===== src/rtl/booth_mult_seq_if.sv =====
// Operand/product handshake bundle for the sequential radix-4 Booth multiplier.
// The master drives operands and out_ready; the slave (the multiplier) answers.
interface booth_mult_seq_if #(
  parameter int N = 28,
  parameter int M = 16
);
  logic             in_valid;
  logic             in_ready;
  logic [N-1:0]     in_b;
  logic [M-1:0]     in_a;
  logic             out_valid;
  logic             out_ready;
  logic [N+M-1:0]   out_p;
  logic             busy;

  modport master (
    output in_valid, in_b, in_a, out_ready,
    input  in_ready, out_valid, out_p, busy
  );

  modport slave (
    input  in_valid, in_b, in_a, out_ready,
    output in_ready, out_valid, out_p, busy
  );
endinterface


===== src/rtl/booth_mult_seq.sv =====
// Sequential signed multiplier: radix-4 Booth recoding of in_a, G groups retired
// per BUSY cycle, full-width (N+M) product held in DONE until downstream takes it.
module booth_mult_seq #(
  parameter int N = 28,
  parameter int M = 16,
  parameter int G = 1
) (
  input  logic            clk,
  input  logic            rst_n,
  booth_mult_seq_if.slave bus
);
  localparam int W  = N + M;
  localparam int NC = M / (2 * G);
  localparam int CW = (NC > 1) ? $clog2(NC) : 1;
  localparam int IW = $clog2(M);

  typedef enum logic [1:0] {
    IDLE = 2'd0,
    BUSY = 2'd1,
    DONE = 2'd2
  } state_t;

  state_t          state_r;
  state_t          state_s;
  logic [W-1:0]    b_r;
  logic [M:0]      a_r;
  logic [W-1:0]    acc_r;
  logic [W-1:0]    acc_s;
  logic [CW-1:0]   cnt_r;
  logic [W-1:0]    p_r;
  logic            in_ready_r;
  logic            out_valid_r;
  logic            busy_r;
  logic            last_s;
  logic [IW-1:0]   idx_s  [G];
  logic [N+1:0]    pp_s   [G];
  logic [W-1:0]    term_s [G];

  // Recode one 3-bit group into an N+2 bit signed term; the extra two bits
  // keep -2b exact when b is the most negative multiplicand.
  function automatic logic [N+1:0] booth_pp(input logic [2:0] grp, input logic [N-1:0] b);
    logic [N+1:0] b1;
    logic [N+1:0] b2;
    b1 = {{2{b[N-1]}}, b};
    b2 = {b[N-1], b, 1'b0};
    case (grp)
      3'b001, 3'b010: booth_pp = b1;
      3'b011:         booth_pp = b2;
      3'b100:         booth_pp = -b2;
      3'b101, 3'b110: booth_pp = -b1;
      default:        booth_pp = {(N+2){1'b0}};
    endcase
  endfunction

  assign last_s = (cnt_r == CW'(NC - 1));

  // Partial products for the G groups retired this cycle, weighted by 4^i.
  always_comb begin
    acc_s = acc_r;
    for (int g = 0; g < G; g++) begin
      idx_s[g]  = IW'(cnt_r) * IW'(G) + IW'(g);
      pp_s[g]   = booth_pp(a_r[{idx_s[g], 1'b0} +: 3], b_r[N-1:0]);
      term_s[g] = {{(M-2){pp_s[g][N+1]}}, pp_s[g]} << {idx_s[g], 1'b0};
      acc_s     = acc_s + term_s[g];
    end
  end

  // Next-state decode for the IDLE/BUSY/DONE handshake sequence.
  always_comb begin
    state_s = state_r;
    case (state_r)
      IDLE: begin
        if (bus.in_valid) begin
          state_s = BUSY;
        end else begin
          state_s = IDLE;
        end
      end
      BUSY: begin
        if (last_s) begin
          state_s = DONE;
        end else begin
          state_s = BUSY;
        end
      end
      DONE: begin
        if (bus.out_ready) begin
          state_s = IDLE;
        end else begin
          state_s = DONE;
        end
      end
      default: state_s = IDLE;
    endcase
  end

  // State register with registered status flags decoded from the next state.
  always_ff @(posedge clk or negedge rst_n) begin
    if (!rst_n) begin
      state_r     <= IDLE;
      in_ready_r  <= 1'b1;
      out_valid_r <= 1'b0;
      busy_r      <= 1'b0;
    end else begin
      state_r     <= state_s;
      in_ready_r  <= (state_s == IDLE);
      out_valid_r <= (state_s == DONE);
      busy_r      <= (state_s == BUSY);
    end
  end

  // Operand capture, accumulation and product hold.
  always_ff @(posedge clk or negedge rst_n) begin
    if (!rst_n) begin
      b_r   <= {W{1'b0}};
      a_r   <= {(M+1){1'b0}};
      acc_r <= {W{1'b0}};
      cnt_r <= {CW{1'b0}};
      p_r   <= {W{1'b0}};
    end else begin
      case (state_r)
        IDLE: begin
          if (bus.in_valid) begin
            b_r   <= {{M{bus.in_b[N-1]}}, bus.in_b};
            a_r   <= {bus.in_a, 1'b0};
            acc_r <= {W{1'b0}};
            cnt_r <= {CW{1'b0}};
          end
        end
        BUSY: begin
          acc_r <= acc_s;
          if (last_s) begin
            p_r <= acc_s;
          end else begin
            cnt_r <= cnt_r + CW'(1);
          end
        end
        DONE: begin
          p_r <= p_r;
        end
        default: begin
          acc_r <= {W{1'b0}};
          cnt_r <= {CW{1'b0}};
        end
      endcase
    end
  end

  assign bus.in_ready  = in_ready_r;
  assign bus.out_valid = out_valid_r;
  assign bus.busy      = busy_r;
  assign bus.out_p     = p_r;

endmodule


===== src/flat_wrapper.sv =====
// flat-port wrapper written by rule: the top's interface ports become plain ports
module booth_mult_seq_flat 
#(
  parameter int N = 28,
  parameter int M = 16,
  parameter int G = 1
)
  (clk, rst_n, bus_in_valid, bus_in_b, bus_in_a, bus_out_ready, bus_in_ready, bus_out_valid, bus_out_p, bus_busy);
  booth_mult_seq_if #(.N(N), .M(M)) bus_i ();
  input  logic clk;
  input  logic rst_n;
  input wire logic [$bits(bus_i.in_valid)-1:0] bus_in_valid;
  input wire logic [$bits(bus_i.in_b)-1:0] bus_in_b;
  input wire logic [$bits(bus_i.in_a)-1:0] bus_in_a;
  input wire logic [$bits(bus_i.out_ready)-1:0] bus_out_ready;
  output wire logic [$bits(bus_i.in_ready)-1:0] bus_in_ready;
  output wire logic [$bits(bus_i.out_valid)-1:0] bus_out_valid;
  output wire logic [$bits(bus_i.out_p)-1:0] bus_out_p;
  output wire logic [$bits(bus_i.busy)-1:0] bus_busy;
  assign bus_i.in_valid = bus_in_valid;
  assign bus_i.in_b = bus_in_b;
  assign bus_i.in_a = bus_in_a;
  assign bus_i.out_ready = bus_out_ready;
  assign bus_in_ready = bus_i.in_ready;
  assign bus_out_valid = bus_i.out_valid;
  assign bus_out_p = bus_i.out_p;
  assign bus_busy = bus_i.busy;
  booth_mult_seq #(.N(N), .M(M), .G(G)) u_core (.clk(clk), .rst_n(rst_n), .bus(bus_i));
endmodule

===== config.mk =====
export PLATFORM = sky130hd
export DESIGN_NAME = booth_mult_seq_flat
export DESIGN_NICKNAME = d
export VERILOG_FILES = /design/src/rtl/booth_mult_seq_if.sv /design/src/rtl/booth_mult_seq.sv /design/src/flat_wrapper.sv
export SDC_FILE = /design/constraint.sdc
export NUM_CORES = 1
export LEC_CHECK = 0
export CORE_ASPECT_RATIO = 0.75
export CORE_MARGIN = 2
export CORE_UTILIZATION = 45
export DETAILED_ROUTE_END_ITERATION = 16
export PLACE_DENSITY = 0.65
export SETUP_SLACK_MARGIN = 0.5
export SYNTH_ARGS = -nofsm -noshare
export SYNTH_HDL_FRONTEND = slang
export SYNTH_SLANG_ARGS = --single-unit
export TNS_END_PERCENT = 30

===== constraint.sdc =====
create_clock -name clk -period 6.5 [get_ports clk]
set_input_delay 0.65 -clock clk [delete_from_list [all_inputs] [get_ports clk]]
set_output_delay 0.65 -clock clk [all_outputs]
set_load 0.02 [all_outputs]

==> impl_metrics.toml <==
[synth]
synth_area_um2 = 10650
synth_edf_count = 0
yosys_warnings = 0
yosys_most_used_dff = "dfrtp_1"
ys_seq_elements = 140
syn-num-nets = 1299
synth_area_per_cell_um2 = 8.843
synth_seq_area_share_pct = 32.92
async_flop_share_pct = 100.0
syn_inst = 1204
ys_types = 76

[die]
ios = 95
core_um2 = 23120
die_y_um = 137.2
num_rows = 48
die-area_um2 = 24920
initial_utilization_pct = 46.04
die_width_um = 181.6

[timing]
clock_skew_ns = 0.01083
finalSetupTns_ns = 0
slew_viol_final = 0
worst_slew_pin_slew_ns = 0.9732
relSlewSlack_pct = 35.12
rsz0062_at_grt = "yes"
final-setup-viol-count = 0
holdWs_ns = 0.2400
fmax_mhz = 171.5
layout_min_cycle_time_ns = 5.833
hold_viol_final = 0
post-route-period-util_pct = 89.73

[final_layout]
syn2layout_area_growth_pct = 20.81
fin_util_pct = 55.63
layout.nets = 1404
fin_cells = 1622
diodes = 0
drive_gt1_share_pct = 17.40
most-common-layout-cells = "136 x dfrtp_1, 128 x nand2_1, 97 x nor2_1, 93 x clkdlybuf4s50_1, 80 x a21oi_1"
mostFrequentLayoutCell = "dfrtp_1"
fillers = 2118

[min_path]
hold_class = "primary input to asynchronous set/reset pin"

[drt]
viasPerCell = 6.165
drtIter0Drc = 823
post_drt_wl_per_cell_um = 19.25
drt_wl_total_um = 31220
vias = 9999
ant_nets = 0
drtPass1Iterations = 5
drc_errors = 0

[global_route]
grt_pass1_vias = 9385
antenna_found_initial = 0
grt_util_all_layers_pct = 25.69
grt-ovfl-total = 0
grt_max_degree = 75
grt_pass1_wl_um = 50570

[clock_network]
cts_hold_buf = 0
htree_levels = 4
clk_pin_slew_ns = 0.06
root_buffer = "clkbuf_16"
cts_tree = "yes"
numCtsBuffers = 17
clk_latency_ns = 0.44
numClockSinks = 140
clockBufferDepth = 2

[run_status]
status = "complete, no violations"

[setup_path]
cp.arrival_ns = 6.14
critPathKind = "flip-flop to flip-flop"
end_kind = "flip-flop"
crit_required_ns = 6.81
start_kind = "flip-flop"
path_max_fanout = 8

[job]
maxCapViolations = 0

[placement]
dp.final_hpwl_um = 22640
portBuffers = 94
place.gp.congestion = 0.9093
dp_cells = 1587
-- sequential cells by signal (all words and copies together), names as in the netlist --
signal	cells
u_core.b_r	28
u_core.bus.out_p	44
u_core.state_r	2
u_core.cnt_r	3
u_core.bus.busy	1
u_core.bus.in_ready	1
u_core.a_r	16
u_core.bus.out_valid	1
u_core.acc_r	44
-- final cells by class --
cell class	instances	area, um2	area share, %
multi-input combinational	967	6844	53.21
sequential	140	3508	27.28
timing repair buffer	158	1434	11.15
clock buffer	22	494.2	3.842
tap	300	375.4	2.918
clock inverter	10	112.6	0.8755
inverter	25	93.84	0.7296
-- critical path: stages, from the launching register on --
cell and delay (ns):
dfrtp_1 0.46, or3_1 0.54, or2_2 0.43, or4_4 0.55
a31oi_1 0.23, mux2_1 0.16, o22ai_1 0.10, mux2_4 0.30
mux4_2 0.46, ha_1 0.38, nand3_1 0.10, or3_1 0.36
or2_2 0.31, nor3_2 0.22, o21ai_0 0.19, a21o_1 0.23
buf_4 0.14, a21oi_1 0.29, nand4b_1 0.16, nand3_1 0.09
-- repair_timing --
action                                  4_1_cts  5_1_grt
pin swaps                                     1        1
setup buffers                                 1        2
resized for setup                             4       20
endpoints found under the setup margin       14       30
-- Yosys cell counts (all sizes together) (23+ instances only) --
library cell,count,area (um2)
mux2,76,859.6
inv,24,90.08
nor3,41,210.2
nor2,99,371.6
mux2i,29,297.8
a21oi,83,419.2
a22o,37,324.1
xnor2,32,280.3
clkbuf,50,187.7
ha,46,575.6
dfrtp,139,3478
o21ai,76,380.4
nand2,128,480.5
nand3,23,115.1
-- final timing paths --
kind | from | end | slack [ns] | cells after the start
min in group clk | u_core.bus.out_p[15]$_DFFE_PN0P_ | u_core.bus.out_p[15]$_DFFE_PN0P_ | 0.47 | 2
max in group asynchronous | rst_n | u_core.cnt_r[2]$_DFFE_PN0P_ | 4.90 | 2
hold / removal | rst_n | u_core.b_r[5]$_DFFE_PN0P_ | 0.24 | 1
setup reg to reg | u_core.b_r[4]$_DFFE_PN0P_ | u_core.bus.out_p[30]$_DFFE_PN0P_ | 0.67 | 19
hold reg to reg | u_core.bus.out_p[15]$_DFFE_PN0P_ | u_core.bus.out_p[15]$_DFFE_PN0P_ | 0.47 | 2
setup / recovery | u_core.b_r[4]$_DFFE_PN0P_ | u_core.bus.out_p[30]$_DFFE_PN0P_ | 0.67 | 19
-- kinds of logic after synthesis --
family                     synth area share, %
and+or+nand+nor                          16.96
DFF                                      32.92
xor gates and xnor gates                 4.278
adders and majority gates                5.594
buffers and inverters                    3.608
muxes                                    12.99
AOI/OAI and AO/OA                        23.66
-- per-layer routing --
layer	GRT usage (%)	vias to the layer above	wire, um
met3	4.441	48	2065
met2	36.72	394	12810
met1	38.78	4839	15600
met5	0	-	0
li1	-	4718	-
met4	9.124	0	742
-- through the flow --
stage               setup slack [ns]  cell area [um2]
floorplan                      1.221            10650
global placement              0.4738            12150
detailed placement            0.3177            12150
CTS                           0.5079            12780
global route                  0.4402            12860
finish                        0.6675            12860
Power is not shown: default switching activity piles up to over one toggle a cycle in this logic, so the estimate is an artifact.
==> RTL change 1: new RTL, same flow settings <==
Reset style: synchronous (`rst_n`), changed in 2 clocked blocks.
--- a/src/rtl/booth_mult_seq.sv
+++ b/src/rtl/booth_mult_seq.sv
@@ -95,7 +95,7 @@
   end
 
   // State register with registered status flags decoded from the next state.
-  always_ff @(posedge clk or negedge rst_n) begin
+  always_ff @(posedge clk) begin
     if (!rst_n) begin
       state_r     <= IDLE;
       in_ready_r  <= 1'b1;
@@ -110,7 +110,7 @@
   end
 
   // Operand capture, accumulation and product hold.
-  always_ff @(posedge clk or negedge rst_n) begin
+  always_ff @(posedge clk) begin
     if (!rst_n) begin
       b_r   <= {W{1'b0}};
       a_r   <= {(M+1){1'b0}};
Formal check against the unedited RTL: differs if rst_n is asserted again (counterexample within 4 cycles, from zero or initial values and one cycle with rst_n low); with rst_n held inactive, the same outputs for 4 cycles.
==> RTL change 1 against the original RTL <==
Sequential cell count stayed put; synthesized area is 2.9% lower; count of clock-buffer cells in the layout is 1 lower; worst setup slack better by 41 ps; cell count is 8.1% higher; critical path depth is 1 lower; cell area is 4.5% lower; critical endpoint is now u_core.bus.out_p[30]; wire length is 9.6% higher.
Power is left out: it rests on default switching activity, and per cell area and clock period it moved more than threefold.
==> RTL change 1: results (changes against the original RTL) <==
synth:
  synth.cells.most_frequent: "sky130_fd_sc_hd__nand2_1, sky130_fd_sc_hd__a21oi_1, sky130_fd_sc_hd__dfxtp_1"
  ys_seq_area_frac: 0.271  # -0.0581
  synthesis.nets: 1484  # +14%
  synth-main-ff-cell: "sky130_fd_sc_hd__dfxtp_1"
  ys_warn_count: 0  # unchanged
  yosys-top-cells-area: "sky130_fd_sc_hd__dfxtp_1, sky130_fd_sc_hd__nand2_1, sky130_fd_sc_hd__a21oi_1"
  ys_types: 87  # +14%
  synth-async-reset-ratio: 0  # -1.00
placed_design:
  finalWeightedCongestion: 0.984  # +8.2%
  numPortBuffers: 94  # unchanged
  detailedPlacementHpwl_mm: 24.8  # +9.7%
critical_path:
  regToRegSetupSlack_ps: 710  # +40 ps
  worstReg2RegStart: "u_core.b_r[2]"
  r2r_cells: 18  # -1
  worstPathArrival_ps: 6080  # -60 ps
  critical_path.max_stage_delay_ps: 520  # -30 ps
  largest_fanout_on_the_critical_path: 8  # unchanged
  slowest_stage: "sky130_fd_sc_hd__mux4_2"
  critical_path.top_delay_family: "compound AO/OA/AOI/OAI gates"
  r2r-end: "u_core.bus.out_p[30]"
global_routing:
  grt_start_max_net_pins: 75  # unchanged
  track_usage: 0.284  # +0.0270
  grt_first_pass_wirelength_mm: 53.6  # +6.1%
  vias_in_the_first_global_route: 9637  # +2.7%
  grt_antenna_before_repair: 1  # +1
min_path:
  hold_path_class: "reg2reg"
layout:
  final_nets: 1542  # +9.8%
  drive_above_1_share: 0.0898  # -0.0842
  insertedDiodeCount: 0  # unchanged
  fillers: 2172  # +2.5%
timing:
  finalClockSkew_ps: 10.7  # -0.0901 ps
  hold-worst-slack_ps: 448  # +208 ps
  slew-limit-headroom: 0.291  # -0.0604
routing:
  post_drt_wl_per_cell_microns: 19.5  # +1.4%
  detailroute.via_count: 10836  # +8.4%
  drt_iter0_drc: 1078  # +31%
  met2_wirelength_mm: 14.0  # +8.9%
  sum_of_routed_wire_segments_on_met1_mm: 16.7  # +7.2%
  met3RoutedLength_mm: 2.88  # +39%
clocking:
  cts-root-to-sink-buffers: 2  # unchanged
  clk-insertion-delay-late_ps: 440  # about the same
  clockRootBuffer: "sky130_fd_sc_hd__clkbuf_16"
outcome:
  status: "finished clean"
## RTL change 1: cell types whose count changed after synthesis, moves of 11 or more
cell	unedited run	this run
sky130_fd_sc_hd__dfxtp_1	0	140
sky130_fd_sc_hd__dfrtp_1	139	0
sky130_fd_sc_hd__nand2_1	128	230
sky130_fd_sc_hd__mux2_2	74	12
sky130_fd_sc_hd__a21oi_1	82	143
sky130_fd_sc_hd__a22o_1	37	9
sky130_fd_sc_hd__nand3_1	23	42
sky130_fd_sc_hd__nor2_1	99	118
sky130_fd_sc_hd__a22oi_1	9	25
sky130_fd_sc_hd__clkbuf_1	50	65
sky130_fd_sc_hd__o22ai_1	20	8
sky130_fd_sc_hd__a21o_1	22	33
## RTL change 1: what timing repair did
item / 4_1_cts / 5_1_grt
gates resized for setup: 2 / 24
setup buffers: 0 / 8
setup endpoints to repair: 4 / 41
pin swaps: 0 / 1
## RTL change 1: worst max path at each step
stage / cells after the start / endpoint / start
after floorplan: 23 / u_core.acc_r[43] / u_core.cnt_r[1]
after global placement: 19 / u_core.acc_r[43] / u_core.cnt_r[0]
after detailed placement: 18 / u_core.bus.out_p[41] / u_core.cnt_r[2]
after CTS: 21 / u_core.bus.out_p[30] / u_core.b_r[0]
after global routing: 18 / u_core.acc_r[36] / u_core.b_r[16]
final: 18 / u_core.bus.out_p[30] / u_core.b_r[2]
## RTL change 1: layer usage
metal / global-route usage / vias up
met3: 0.0758 / 56
met1: 0.418 / 5123
met2: 0.400 / 454
met5: 0 / -
met4: 0.0867 / 0
li1: - / 5203
## RTL change 1: layout make-up
type | count | area share
Multi-Input combinational cell | 1131 | 0.583
Sequential cell | 140 | 0.229
Timing Repair Buffer | 130 | 0.100
Clock buffer | 21 | 0.0383
Tap cell | 294 | 0.0299
Clock inverter | 10 | 0.0113
Inverter | 27 | 0.00835
## RTL change 1: cells by family after synthesis
logic type | after synthesis | synth area share
AND/OR/NAND/NOR | 531 | 0.235
AO/OA/AOI/OAI | 448 | 0.282
flip-flops | 140 | 0.271
buffers and inverters | 118 | 0.0465
XOR/XNOR | 56 | 0.0474
multiplexers | 49 | 0.0612
adder cells (fa/ha/maj) | 47 | 0.0576
## RTL change 1: through the flow
step / instances / utilization / instance area, sq um / setup slack [ps]
after floorplan: 1389 / - / 10300 / 1400
after global placement: 1714 / 0.516 / 11500 / 489
after detailed placement: 1714 / 0.516 / 11500 / 407
after CTS: 1745 / 0.544 / 12100 / 527
after global routing: 1753 / 0.551 / 12300 / 468
final: 1753 / 0.551 / 12300 / 709
==> RTL change 2: new RTL, config.mk and constraints unchanged <==
Made on the original files. `M` is set to 16 in 3 places; all go to 32.
--- a/src/rtl/booth_mult_seq_if.sv
+++ b/src/rtl/booth_mult_seq_if.sv
@@ -2,7 +2,7 @@
 // The master drives operands and out_ready; the slave (the multiplier) answers.
 interface booth_mult_seq_if #(
   parameter int N = 28,
-  parameter int M = 16
+  parameter int M = 32
 );
   logic             in_valid;
   logic             in_ready;
--- a/src/rtl/booth_mult_seq.sv
+++ b/src/rtl/booth_mult_seq.sv
@@ -2,7 +2,7 @@
 // per BUSY cycle, full-width (N+M) product held in DONE until downstream takes it.
 module booth_mult_seq #(
   parameter int N = 28,
-  parameter int M = 16,
+  parameter int M = 32,
   parameter int G = 1
 ) (
   input  logic            clk,
--- a/src/flat_wrapper.sv
+++ b/src/flat_wrapper.sv
@@ -2,7 +2,7 @@
 module booth_mult_seq_flat 
 #(
   parameter int N = 28,
-  parameter int M = 16,
+  parameter int M = 32,
   parameter int G = 1
 )
   (clk, rst_n, bus_in_valid, bus_in_b, bus_in_a, bus_out_ready, bus_in_ready, bus_out_valid, bus_out_p, bus_busy);
Ports: changed (resized bus_in_a and bus_out_p); port bits go from 95 to 127. The function was not compared with the original's and may differ.
==> RTL change 2 against the original RTL <==
Worst setup slack lost 220 ps; cell area rose by 43%; wire length is 47% higher; sequential cell count up 49; synthesized area up 32%; cell count rose by 35%; core utilization up 5.0 points; clock skew grew 5.0 ps; critical endpoint is now u_core.bus.out_p[50].
Power is not shown: default switching activity piles up to over one toggle a cycle in this logic, so the estimate is an artifact.
==> RTL change 2: results (changes against the original RTL) <==
routing:
  met3RoutedLength_mm: 3.33  # +61%
  post_drt_wl_per_cell_microns: 21.0  # +9.3%
  detailroute.via_count: 13553  # +36%
  drtPass1Iterations: 6  # +1
  sum_of_routed_wire_segments_on_met1_mm: 22.5  # +45%
  drt_iter0_drc: 1506  # +83%
  met2_wirelength_mm: 19.2  # +50%
critical_path:
  r2r_cells: 27  # +8
  endpoint: "u_core.bus.out_p[50]"
  critical_path.top_delay_family: "multiplexers"
  regToRegSetupSlack_ps: 450  # -220 ps
  slowest_stage: "sky130_fd_sc_hd__dfrtp_4"
  worstPathArrival_ps: 6410  # +270 ps
  worstReg2RegStart: "u_core.cnt_r[1]"
global_routing:
  globalRouteMet1Util: 0.412  # +0.0238
  grt_first_pass_wirelength_mm: 69.7  # +38%
  vias_in_the_first_global_route: 12334  # +31%
  groute.layer.met3.usage: 0.0443  # -0.000116
  grt_antenna_before_repair: 1  # +1
  grtUsageMet2: 0.386  # +0.0192
  track_usage: 0.267  # +0.0104
  grt_start_max_net_pins: 73  # -2.7%
clocking:
  clk-insertion-delay-late_ps: 470  # +30 ps
  htreeDepth: 4  # unchanged
  clkTransAtPathRegs_ps: 80  # +20 ps
  cts-root-to-sink-buffers: 2  # unchanged
synth:
  synth-async-reset-ratio: 1.00  # unchanged
  synthesis.nets: 1720  # +32%
  synth.cells.most_frequent: "sky130_fd_sc_hd__nand2_1, sky130_fd_sc_hd__dfrtp_1, sky130_fd_sc_hd__a21oi_1"
  synthesis.area_per_instance_sq_um: 8.81  # -0.32%
  yosys-top-cells-area: "sky130_fd_sc_hd__dfrtp_1, sky130_fd_sc_hd__mux2_2, sky130_fd_sc_hd__ha_1"
  ys_types: 73  # -3.9%
  ys_seq_area_frac: 0.337  # +0.00754
layout:
  fillers: 2665  # +26%
  final_nets: 1900  # +35%
  number_of_cells_in_the_finished_layout_apart_from_fillers: 2186  # +35%
  insertedDiodeCount: 0  # unchanged
  drive_above_1_share: 0.252  # +0.0778
placed_design:
  placement.setup.worst_slack_ps: -176  # -494 ps
  finalWeightedCongestion: 0.938  # +3.2%
  numPortBuffers: 126  # +34%
  placed_area_sq_um: 16100  # +32%
  detailedPlacementHpwl_mm: 31.9  # +41%
  placed_instance_count: 2089  # +32%
timing:
  finalClockSkew_ps: 15.8  # +4.95 ps
  period_needed_ps: 6050  # +221 ps
  hold-worst-slack_ps: 174  # -65.9 ps
  slew-limit-headroom: 0.266  # -0.0851
min_path:
  hold_path_class: "in2async"
outcome:
  status: "finished clean"
-- RTL change 2: logic make-up after synthesis --
logic type	share of synthesized area
multiplexers	0.118
adder cells (fa/ha/maj)	0.0557
flip-flops	0.337
XOR/XNOR	0.0515
AND/OR/NAND/NOR	0.169
AO/OA/AOI/OAI	0.229
buffers and inverters	0.0404
-- RTL change 2: layout make-up --
cell class / count / area (sq um) / share of cell area
clock buffers: 17 / 425 / 0.0231
clock inverters: 15 / 199 / 0.0108
well taps: 399 / 499 / 0.0271
multi-input cells: 1266 / 9870 / 0.535
repair buffers: 278 / 2630 / 0.143
flip-flops and latches: 189 / 4740 / 0.257
inverters: 22 / 82.6 / 0.00448
-- RTL change 2: repair_timing --
item,in CTS,in global routing
gates resized for setup,47,184
cloned,0,10
setup buffers,12,43
endpoints found under the hold margin,0,0
endpoints found under the setup margin,54,61
pin swaps,8,78
